<file path="src/rtl/regfile_wb_arbiter.sv">
// regfile_wb_arbiter
//   Shares the single integer register-file write port between NREQ write-back
//   requesters (ALU, LSU, MUL/DIV) using round-robin arbitration, and keeps a
//   per-register busy scoreboard that the issue stage uses to stall on RAW/WAW
//   hazards.
//
// Handshake: requester i presents req_valid[i] with req_rd/req_wdata and holds
//   all three stable until req_ready[i]. A transfer is req_valid[i] &&
//   req_ready[i] at a rising clock edge. Valid may only drop after a transfer.
//   The same valid/ready rule applies to the scoreboard reservation
//   (sb_set_valid / sb_set_ready).
//
// Ports:
//   clock, rst_n            clock (rising edge), async active-low reset
//   req_valid/rd/wdata      per-requester write-back request (packed by index)
//   req_ready               one-hot-or-zero grant
//   rf_wen/rf_rd/rf_wdata   registered register-file write port
//   sb_set_valid/rd/ready   scoreboard reservation from issue
//   rs1_q, rs2_q            issue-stage source operand indices
//   rs1_busy, rs2_busy      operand has an outstanding write
//   flush                   clears the whole scoreboard
module regfile_wb_arbiter #(
  parameter int NREQ = 3,
  parameter int XLEN = 64
) (
  input  logic                 clock,
  input  logic                 rst_n,
  input  logic [NREQ-1:0]      req_valid,
  input  logic [5*NREQ-1:0]    req_rd,
  input  logic [XLEN*NREQ-1:0] req_wdata,
  output logic [NREQ-1:0]      req_ready,
  output logic                 rf_wen,
  output logic [4:0]           rf_rd,
  output logic [XLEN-1:0]      rf_wdata,
  input  logic                 sb_set_valid,
  input  logic [4:0]           sb_set_rd,
  output logic                 sb_set_ready,
  input  logic [4:0]           rs1_q,
  input  logic [4:0]           rs2_q,
  output logic                 rs1_busy,
  output logic                 rs2_busy,
  input  logic                 flush
);

  localparam int PW = (NREQ > 1) ? $clog2(NREQ) : 1;

  logic [PW-1:0]   ptr_q, ptr_d;
  logic            rf_wen_q;
  logic [4:0]      rf_rd_q;
  logic [XLEN-1:0] rf_wdata_q;
  logic [31:0]     busy_q, busy_d;

  logic [NREQ-1:0] grant;
  logic            found;
  logic [PW-1:0]   win_idx;
  logic [PW-1:0]   idx;
  int              cand;
  logic            xfer;
  logic [4:0]      win_rd;
  logic [XLEN-1:0] win_wdata;
  logic            set_fire;

  // Round-robin search starting at ptr_q, wrapping modulo NREQ.
  always_comb begin
    grant   = '0;
    found   = 1'b0;
    win_idx = '0;
    idx     = '0;
    cand    = 0;
    for (int k = 0; k < NREQ; k++) begin
      cand = int'(ptr_q) + k;
      if (cand >= NREQ) cand = cand - NREQ;
      idx = PW'(cand);
      if (!found && req_valid[idx]) begin
        found   = 1'b1;
        win_idx = idx;
      end
    end
    if (found) grant[win_idx] = 1'b1;
  end

  // Grants are suppressed while reset is asserted.
  assign req_ready = rst_n ? grant : '0;
  assign xfer      = found && rst_n;
  assign win_rd    = req_rd[5*win_idx +: 5];
  assign win_wdata = req_wdata[XLEN*win_idx +: XLEN];

  always_comb begin
    ptr_d = ptr_q;
    if (xfer) begin
      ptr_d = (win_idx == PW'(NREQ - 1)) ? '0 : win_idx + 1'b1;
    end
  end

  // Write port: one-cycle registered latency. A transfer to x0 completes the
  // handshake but produces no write and leaves rf_rd/rf_wdata untouched.
  always_ff @(posedge clock or negedge rst_n) begin
    if (!rst_n) begin
      ptr_q      <= '0;
      rf_wen_q   <= 1'b0;
      rf_rd_q    <= '0;
      rf_wdata_q <= '0;
    end else begin
      ptr_q    <= ptr_d;
      rf_wen_q <= xfer && (win_rd != 5'd0);
      if (xfer && (win_rd != 5'd0)) begin
        rf_rd_q    <= win_rd;
        rf_wdata_q <= win_wdata;
      end
    end
  end

  assign rf_wen   = rf_wen_q;
  assign rf_rd    = rf_rd_q;
  assign rf_wdata = rf_wdata_q;

  // Scoreboard. Priority (lowest to highest): clear on commit, set on
  // reservation, flush. x0 is never marked busy.
  assign sb_set_ready = !busy_q[sb_set_rd] || (sb_set_rd == 5'd0);
  assign set_fire     = sb_set_valid && sb_set_ready && (sb_set_rd != 5'd0);

  always_comb begin
    busy_d = busy_q;
    if (rf_wen_q) busy_d[rf_rd_q] = 1'b0;
    if (set_fire) busy_d[sb_set_rd] = 1'b1;
    if (flush)    busy_d = '0;
    busy_d[0] = 1'b0;
  end

  always_ff @(posedge clock or negedge rst_n) begin
    if (!rst_n) begin
      busy_q <= '0;
    end else begin
      busy_q <= busy_d;
    end
  end

  assign rs1_busy = (rs1_q != 5'd0) && busy_q[rs1_q];
  assign rs2_busy = (rs2_q != 5'd0) && busy_q[rs2_q];

endmodule

</file>
<file path="config.mk">
export PLATFORM = sky130hd
export DESIGN_NAME = regfile_wb_arbiter
export DESIGN_NICKNAME = d
export VERILOG_FILES = /design/src/rtl/regfile_wb_arbiter.sv
export SDC_FILE = /design/constraint.sdc
export NUM_CORES = 1
export LEC_CHECK = 0
export ABC_AREA = 1
export BUFFER_PORTS_ARGS = -buffer_cell sky130_fd_sc_hd__buf_4
export CORE_MARGIN = 8
export CORE_UTILIZATION = 45
export DETAILED_ROUTE_END_ITERATION = 10
export PLACE_DENSITY = 0.87
export SYNTH_ARGS = -nofsm -noshare
export SYNTH_HDL_FRONTEND = slang
export SYNTH_SLANG_ARGS = --single-unit
</file>
<file path="constraint.sdc">
create_clock -name clock -period 3.9 [get_ports clock]
set_clock_uncertainty 0.2 [all_clocks]
set_input_delay 0.39 -clock clock [delete_from_list [all_inputs] [get_ports clock]]
set_output_delay 0.39 -clock clock [all_outputs]
set_load 0.01 [all_outputs]
</file>
==> impl_metrics.py, run 1 <==
metrics = {
    "clocking": {
        "cts_root_buf": "clkbuf_16",
        "tritoncts.num_buffers": 9,
        "cts_max_path_buffers": 2,
        "post_cts.resized_instances": 0,
        "worst_setup_hold_path_clk_slew_ns": 0.07,
        "post_cts.repair.setup_buffers": 0,
        "clock_sink_count": 103,
        "clk_latency_worst_skew_pair_ns": 0.35,
        "tritoncts": "built",
        "htree_levels": 3,
    },
    "run": {
        "cap_viol_max_count": 0,
    },
    "placement": {
        "finalWeightedCongestion": 0.944,
        "dp.cells": 1592,
        "dp.final_hpwl_mm": 22.4,
        "port_buffers": 304,
        "dpl_worst_slack_ns": 0.517,
    },
    "finish": {
        "finish.utilization_pct": 62.9,
        "layoutNonFillerInstCount": 1608,
        "number_of_antenna_cells_inserted": 0,
        "area_growth_syn_to_layout_pct": 37.2,
        "fraction_of_final_layout_cells_sized_beyond_drive_strength_1_pct": 25.4,
        "finish.net_count": 1621,
    },
    "synth": {
        "synth_simple_gate_area_share_pct": 39.6,
        "ys_ff_latch": 103,
        "fraction_of_the_mapped_netlist_area_in_compound_gates_pct": 14.5,
        "synth_top_flop_cell": "dfrtp_1",
        "synth.lib_cells_used.distinct": 31,
        "synth_most_common_cell": "nand2_1",
        "synth.cell_area_mm2": 0.00726,
        "yosys-top-cells-count": "nand2_1 (357), nand3_1 (197), dfrtp_1 (103), inv_1 (90), a21oi_1 (82)",
        "yosysTopAreaCell": "dfrtp_1",
        "synth_sequential_area_ratio_pct": 35.5,
        "syn-num-nets": 1361,
        "synthesis.instances": 1128,
        "synth_adder_area_share_pct": 0.689,
        "syn-mean-instance-area_um2": 6.44,
        "post_synth_xor_area_fraction_pct": 0,
        "ys_async_sr_fraction_pct": 100,
        "synth.mux.area_fraction_pct": 0,
        "post_synth_main_area_contributors": "dfrtp_1 (36%), nand2_1 (18%), nand3_1 (14%)",
        "ys_warn_count": 0,
        "synthDominantCellAreaShare_pct": 35.5,
        "synth_top_family_by_area": "simple AND/OR/NAND/NOR gates",
        "synth-edff-count": 0,
    },
    "routing": {
        "dr_total_vias": 9029,
        "routedWlPerCell_um": 18.3,
        "route.antenna.remaining_nets": 0,
        "postRouteWirelength_mm": 29.4,
        "avgViaCountPerCell": 5.62,
        "drtPass1Iterations": 5,
        "drc": 0,
        "first_iter_violations": 949,
    },
    "worst_setup_path": {
        "worst_r2r_startpoint": "ptr_q[0]",
        "timing.critical_path.to_type": "flip-flop",
        "critical_path_class": "reg2reg",
        "critical_path_required_ns": 3.99,
        "critPathMaxFanout": 45,
        "worstSetupStartpointType": "flip-flop",
        "data_arrival_time_of_the_worst_path_ns": 3.62,
        "critPathLaunch": "ptr_q[0]",
        "r2r.worst_path.cells": 18,
    },
    "sta": {
        "final_min_period_over_clock_period_pct": 90.7,
        "final_critical_path_setup_slack_ns": 0.363,
        "slew_limit_headroom_pct": 19.3,
        "rsz_0062_raised_after_global_routing": "false",
        "finalHoldViolations": 0,
        "layout_min_cycle_time_ns": 3.54,
        "timing.fmax_ghz": 0.283,
        "setup-tns-final_ns": 0,
        "worst-slew-pin-transition_ns": 1.20,
        "report.final.slew_viol_count": 0,
        "setup_viol": 0,
    },
    "global_route": {
        "globalRouteOverflowTotal": 0,
        "grt_antenna_before_repair": 0,
        "grt_pass1_vias": 8575,
        "groute.usage.overall_pct": 28.4,
        "grt_max_degree": 67,
        "grt_first_pass_wirelength_mm": 45.7,
    },
    "power_and_ir_drop": {
        "pwr_density_cell_mw_per_mm2": 851,
        "ir_drop_mv": 0.967,
        "power_leakage_nw": 5.35,
    },
    "floorplan": {
        "dieWidth_um": 143,
        "top_level_ports": 305,
        "placeableCoreArea_mm2": 0.0158,
        "placementRows": 46,
        "area_of_the_die_mm2": 0.0205,
        "floorplan.initialDensity_pct": 45.9,
        "fp.dieH_um": 143,
    },
    "min_path": {
        "timing.hold.worst_path_depth": 5,
        "min-delay-path-class": "in2reg",
        "holdCritStartpoint": "req_wdata[83]",
    },
    "run_status": {
        "run_status": "finished, final reports clean",
    },
}
## final cells by class
cell class	count	area, µm²
clock inverters	5	82.6
multi-input cells	853	4000
well taps	216	270
repair buffers	324	2430
flip-flops and latches	103	2580
inverters	97	364
fillers	1455	5870
clock buffers	10	229
## sequential cells by signal, indices dropped and copies added, names as in the netlist
register	cells
rf_wdata	64
busy_q	31
rf_rd	5
ptr_q	2
rf_wen	1
## power by group
group	switching (mW)	internal, mW
combinational	3.69	2.05
clock	0.400	0.562
sequential	0.265	1.50
## placed cells by master (no fill, tap or decap), drive strengths merged, types with 31 or more instances in the layout
cell type,n
a22oi,31
nor2,55
nand4,32
nand3,199
dfrtp,103
o21ai,44
nand2,360
a21oi,82
buf,323
inv,98
## kinds of logic (layout without fill, tap and decap cells)
| group | after synthesis | in the layout |
|---|---|---|
| and+or+nand+nor | 667 | 667 |
| AOI/OAI and AO/OA | 182 | 182 |
| buffers and inverters | 172 | 436 |
| DFF | 103 | 103 |
| adders and majority gates | 4 | 4 |
## routing by layer
| layer | routed length [µm] | global-route usage, % | part of all wire [%] |
|---|---|---|---|
| met1 | 11200 | 34.8 | 38 |
| met2 | 14100 | 45.8 | 48 |
| met3 | 2730 | 6.91 | 9.3 |
| met4 | 1390 | 13.9 | 4.7 |
| met5 | 0 | 0 | 0 |
## what timing repair did
action / 4_1_cts / 5_1_grt
hold buffers: 1 / 0
endpoints found under the hold margin: 28 / 0
setup endpoints to repair: 0 / 0
## critical path: stages (launching register included)
cell and delay (ns):
dfrtp_1 0.37, inv_1 0.08, ha_1 0.39, inv_2 0.09, nand2_1 0.07, nand3_1 0.06
nand2_1 0.09, nand2_1 0.08, inv_2 0.06, nand3_1 0.09, nand2_2 0.19, buf_4 0.42
nand3_1 0.19, nand3_1 0.17, nor2_1 0.08, nand3_2 0.09, buf_4 0.44, nand3_1 0.16
nand2_1 0.10
## worst paths after layout
path	end	slack [ns]
worst min-delay path	rf_wdata[19]	0.17
min in group asynchronous	busy_q[20]	0.33
max in group asynchronous	rf_wdata[52]	2.20
worst max-delay path	rf_wdata[50]	0.36
worst max register to register	rf_wdata[50]	0.36
worst min register to register	rf_wdata[62]	0.27
## stage by stage
step	power [mW]	hold slack, ns	area (µm²)
floorplan	5.62	-0.106	7260
global placement	7.34	0.170	9640
detailed placement	7.46	0.166	9640
CTS	8.45	0.164	9960
global route	9.19	0.184	9960
finish	8.48	0.174	9960
(Power assumes the default switching activity.)
==> run 2: changes to the inputs <==
--- a/config.mk
+++ b/config.mk
@@ -7,6 +7,7 @@
 export LEC_CHECK = 0
 export ABC_AREA = 1
 export BUFFER_PORTS_ARGS = -buffer_cell sky130_fd_sc_hd__buf_4
+export CORE_ASPECT_RATIO = 0.7
 export CORE_MARGIN = 8
 export CORE_UTILIZATION = 45
 export DETAILED_ROUTE_END_ITERATION = 10
==> impl_metrics.py, run 2 (synthesis results as in run 1) <==
metrics = {
    "worst_setup_path": {
        "crit_path_frequent_cell": "nand3_1",
        "worst_r2r_endpoint": "rf_wdata[53]",
        "timing.critical_path.to_type": "flip-flop",
        "critical_path_required_ns": 3.98,
        "critPathMaxFanout": 51,
        "data_arrival_time_of_the_worst_path_ns": 3.55,
        "critPathLaunch": "ptr_q[1]",
        "r2r.worst_path.cells": 15,
        "critPathSlowestCell": "buf_4",
        "critical_path_class": "reg2reg",
        "worst_r2r_startpoint": "ptr_q[1]",
        "r2r_setup_slack_ns": 0.43,
        "critical-path-max-stage-delay_ns": 0.54,
        "worstSetupStartpointType": "flip-flop",
        "cell_chain_critical_path": "inv_1 -> ha_1 -> inv_2 -> nand2_1 -> nand3_1 -> nand2_2 -> nand3_1 -> nand3_1 -> nand2_2 -> nor2_4 -> buf_4 -> nand2_1 -> nand3_1 -> nand3_1 -> nand2_1",
    },
    "sta": {
        "timing.fmax_ghz": 0.288,
        "worst-slew-pin-transition_ns": 1.21,
        "report.final.slew_viol_count": 0,
        "finalHoldViolations": 0,
        "rsz_0062_raised_after_global_routing": "false",
        "setup-tns-final_ns": 0,
        "slew_limit_headroom_pct": 18.7,
        "setup_viol": 0,
        "layout_min_cycle_time_ns": 3.47,
        "final_min_period_over_clock_period_pct": 88.9,
    },
    "routing": {
        "first_iter_violations": 877,
        "drc": 0,
        "dr_total_vias": 8995,
        "postRouteWirelength_mm": 29.3,
        "route.antenna.remaining_nets": 0,
        "drtPass1Iterations": 6,
        "avgViaCountPerCell": 5.63,
        "routedWlPerCell_um": 18.3,
    },
    "min_path": {
        "holdCritStartpoint": "req_wdata[107]",
        "terminating_pin_of_the_worst_hold_path": "rf_wdata[43]",
        "min-delay-path-class": "in2reg",
        "timing.hold.worst_path_depth": 5,
    },
    "finish": {
        "most-common-layout-cells": "nand2_1 (357), buf_4 (321), nand3_1 (197)",
        "largest_register_ff_count": 64,
        "fraction_of_final_layout_cells_sized_beyond_drive_strength_1_pct": 25.5,
        "finish.utilization_pct": 62.1,
        "number_of_antenna_cells_inserted": 0,
        "area_growth_syn_to_layout_pct": 37.4,
        "finish.net_count": 1622,
        "filler_cell_count": 1495,
        "layout.cells.most_common": "nand2_1",
    },
    "placement": {
        "port_buffers": 304,
        "finalWeightedCongestion": 0.984,
        "dp.final_hpwl_mm": 22.1,
    },
    "floorplan": {
        "placeableCoreArea_mm2": 0.0161,
        "floorplan.initialDensity_pct": 45.2,
        "area_of_the_die_mm2": 0.0205,
        "fp.dieH_um": 122,
        "dieWidth_um": 168,
        "top_level_ports": 305,
        "placementRows": 39,
    },
    "run_status": {
        "run_status": "finished, final reports clean",
    },
    "clocking": {
        "tritoncts": "built",
        "worst_setup_hold_path_clk_slew_ns": 0.08,
        "clk_latency_worst_skew_pair_ns": 0.35,
        "cts_root_buf": "clkbuf_16",
        "clock_sink_count": 103,
        "cts_max_path_buffers": 2,
        "tritoncts.num_buffers": 9,
        "htree_levels": 3,
    },
    "global_route": {
        "grt_pass1_vias": 8579,
        "grt_antenna_before_repair": 0,
        "grt_max_degree": 69,
        "groute.usage.overall_pct": 28.1,
        "globalRouteOverflowTotal": 0,
        "grt_first_pass_wirelength_mm": 46.3,
    },
    "power_and_ir_drop": {
        "power_leakage_nw": 5.37,
        "total_power_mw": 8.46,
        "ir_drop_mv": 0.537,
        "pwr_density_cell_mw_per_mm2": 848,
    },
    "run": {
        "cap_viol_max_count": 0,
    },
}
run 2: changes by cell type in the layout (fill, tap and decap cells not counted), sizes merged:
cell / delta
inv: +3
buf: +1
clkinv: -1
bufinv: -1
run 2: cell type report:
class                      instances  area [µm²]  area share (%)
multi-input combinational        853        3990            40.0
sequential                       103        2580            25.8
timing repair buffer             325        2470            24.8
inverter                          97         364            3.65
tap                              205         256            2.57
clock buffer                      10         229            2.29
clock inverter                     6        86.3           0.865
run 2: layer usage:
metal | track usage [%] | wire length, µm
met1 | 34.6 | 11700
met3 | 9.54 | 3360
met4 | 9.62 | 837
met5 | 0 | 0
met2 | 45.7 | 13400
run 2: metrics by stage:
step,cell area (µm²),hold slack [ns],std cells,setup slack [ns]
floorplan,7260,-0.106,1128,1.20
global placement,9650,0.256,1582,0.540
detailed placement,9650,0.260,1582,0.396
CTS,9970,0.162,1599,0.379
global route,9980,0.182,1599,0.172
finish,9980,0.168,1599,0.432
run 2: worst max-delay path by stage:
stage,slack [ns],endpoint
after floorplan,1.20,req_ready[0]
after global placement,0.54,rf_wdata[50]
after detailed placement,0.40,rf_wdata[32]
after CTS,0.38,rf_wdata[52]
after global routing,0.17,rf_wdata[56]
final,0.43,rf_wdata[53]
run 2: repair_timing:
item | in CTS | in global routing
gates resized for setup | 0 | 1
setup buffers | 0 | 0
hold buffers | 1 | 0
hold endpoints to repair | 42 | 0
setup endpoints to repair | 0 | 1
run 2: worst max-delay path, delay by kind of cell (launching register included):
kind	cells	cell delay (ns)
fa+ha+maj	1	0.31
buf+inv	3	0.73
flops	1	0.42
simple gates	11	1.73
run 2: power by group:
group / total, mW / switching [mW] / internal [mW]
clock: 0.967 / 0.448 / 0.518
sequential: 1.80 / 0.295 / 1.50
combinational: 5.70 / 3.63 / 2.07
total: 8.46 / 4.37 / 4.09
==> run 3: changes to the inputs <==
--- a/config.mk
+++ b/config.mk
@@ -10,8 +10,11 @@
 export CORE_ASPECT_RATIO = 0.7
 export CORE_MARGIN = 8
 export CORE_UTILIZATION = 45
+export CTS_BUF_LIST = sky130_fd_sc_hd__clkbuf_8
 export DETAILED_ROUTE_END_ITERATION = 10
 export PLACE_DENSITY = 0.87
+export SKIP_CTS_REPAIR_TIMING = 1
+export SLEW_MARGIN = 10
 export SYNTH_ARGS = -nofsm -noshare
 export SYNTH_HDL_FRONTEND = slang
 export SYNTH_SLANG_ARGS = --single-unit
==> impl_metrics.py, run 3 (synthesis results as in run 1) <==
metrics = {
    "global_route": {
        "grt_first_pass_wirelength_mm": 46.2,
        "grt_antenna_before_repair": 0,
        "grt_max_degree": 69,
        "grt_pass1_vias": 8558,
        "globalRouteOverflowTotal": 0,
        "groute.usage.overall_pct": 28.0,
    },
    "finish": {
        "area_growth_syn_to_layout_pct": 36.0,
        "finish.utilization_pct": 61.5,
        "number_of_antenna_cells_inserted": 0,
        "filler_cell_count": 1505,
        "most-common-layout-cells": "nand2_1 (357), buf_4 (321), nand3_1 (197)",
        "layout.cells.most_common": "nand2_1",
        "fraction_of_final_layout_cells_sized_beyond_drive_strength_1_pct": 25.5,
        "layoutNonFillerInstCount": 1599,
        "finish.net_count": 1622,
        "largest_register_ff_count": 64,
        "multi_input_area_mm2": 0.00399,
        "final-seq-area_mm2": 0.00258,
        "postLayoutCellArea_mm2": 0.00988,
    },
    "power_and_ir_drop": {
        "pwr_density_cell_mw_per_mm2": 833,
        "ir_drop_mv": 0.531,
        "power_leakage_nw": 5.32,
    },
    "clocking": {
        "htree_levels": 3,
        "worst_setup_hold_path_clk_slew_ns": 0.12,
        "tritoncts": "built",
        "tritoncts.num_buffers": 9,
        "clk_latency_worst_skew_pair_ns": 0.37,
        "cts_max_path_buffers": 2,
        "cts_root_buf": "clkbuf_8",
        "clock_sink_count": 103,
    },
    "sta": {
        "setup_viol": 0,
        "timing.fmax_ghz": 0.287,
        "rsz_0062_raised_after_global_routing": "false",
        "slew_limit_headroom_pct": 21.6,
        "report.final.slew_viol_count": 0,
        "layout_min_cycle_time_ns": 3.48,
        "final_min_period_over_clock_period_pct": 89.2,
        "worst-slew-pin-transition_ns": 1.17,
        "finalHoldViolations": 0,
        "setup-tns-final_ns": 0,
    },
    "routing": {
        "routedWlPerCell_um": 18.3,
        "first_iter_violations": 944,
        "drc": 0,
        "route.antenna.remaining_nets": 0,
        "drtPass1Iterations": 6,
        "dr_total_vias": 8991,
        "avgViaCountPerCell": 5.62,
        "postRouteWirelength_mm": 29.2,
    },
    "floorplan": {
        "placeableCoreArea_mm2": 0.0161,
        "top_level_ports": 305,
        "fp.dieH_um": 122,
        "area_of_the_die_mm2": 0.0205,
        "placementRows": 39,
        "floorplan.initialDensity_pct": 45.2,
        "dieWidth_um": 168,
    },
    "placement": {
        "finalWeightedCongestion": 0.984,
        "dp.final_hpwl_mm": 22.1,
        "dp.cells": 1582,
        "placed_cell_area_mm2": 0.00965,
        "port_buffers": 304,
    },
    "worst_setup_path": {
        "critPathMaxFanout": 51,
        "critical_path_class": "reg2reg",
        "data_arrival_time_of_the_worst_path_ns": 3.59,
        "worstSetupStartpointType": "flip-flop",
        "timing.critical_path.to_type": "flip-flop",
        "critical_path_required_ns": 4.01,
    },
    "run_status": {
        "run_status": "finished, final reports clean",
    },
    "min_path": {
        "min-delay-path-class": "in2reg",
    },
    "run": {
        "cap_viol_max_count": 0,
    },
}
==> run 3: layout make-up <==
type / instances / share of cell area, %
Clock buffer: 9 / 1.25
Clock inverter: 7 / 0.912
Inverter: 97 / 3.69
Multi-Input combinational cell: 853 / 40.4
Sequential cell: 103 / 26.1
Tap cell: 205 / 2.60
Timing Repair Buffer: 325 / 25.0
==> run 3: through the flow <==
step                worst slack, ns  power (mW)  hold WS (ns)
finish                        0.420        8.22         0.141
CTS                           0.372        8.19       -0.0627
global placement              0.540        7.34         0.256
floorplan                      1.20        5.62        -0.106
detailed placement            0.396        7.44         0.260
global route                  0.140        9.01         0.141
==> run 3: power breakdown <==
| part | total [mW] | internal, mW | switching, mW | leakage [nW] |
|---|---|---|---|---|
| combinational | 5.69 | 2.07 | 3.63 | 3.90 |
| clock | 0.734 | 0.314 | 0.420 | 0.112 |
| sequential | 1.80 | 1.50 | 0.296 | 1.31 |
==> run 3: critical path, stage by stage, from the launching register on <==
cell and delay (ns):
dfrtp_1 0.42, inv_1 0.11, ha_1 0.31, inv_2 0.08, nand2_1 0.07, nand3_1 0.09
nand2_2 0.13, nand3_1 0.12, nand3_1 0.14, nand2_2 0.23, nor2_4 0.45, buf_4 0.54
nand2_1 0.19, nand3_1 0.13, nand3_1 0.09, nand2_1 0.10
==> run 3: metal layers <==
layer	vias to the layer above	global-route usage [%]	wire length (µm)
met3	54	9.58	3470
met5	-	0	0
met4	0	9.06	848
met1	4105	34.6	11600
met2	535	45.7	13300
li1	4297	-	-
==> run 3: final timing paths <==
check,cells after the start,endpoint,start,slack (ns)
worst max-delay path,15,rf_wdata[19],ptr_q[1],0.42
worst min-delay path,5,rf_wdata[43],req_wdata[107],0.14
worst max register to register,15,rf_wdata[19],ptr_q[1],0.42
worst min register to register,2,rf_wdata[57],rf_wdata[57],0.28
max in group asynchronous,4,rf_wdata[40],rst_n,1.78
min in group asynchronous,3,busy_q[28],rst_n,0.50
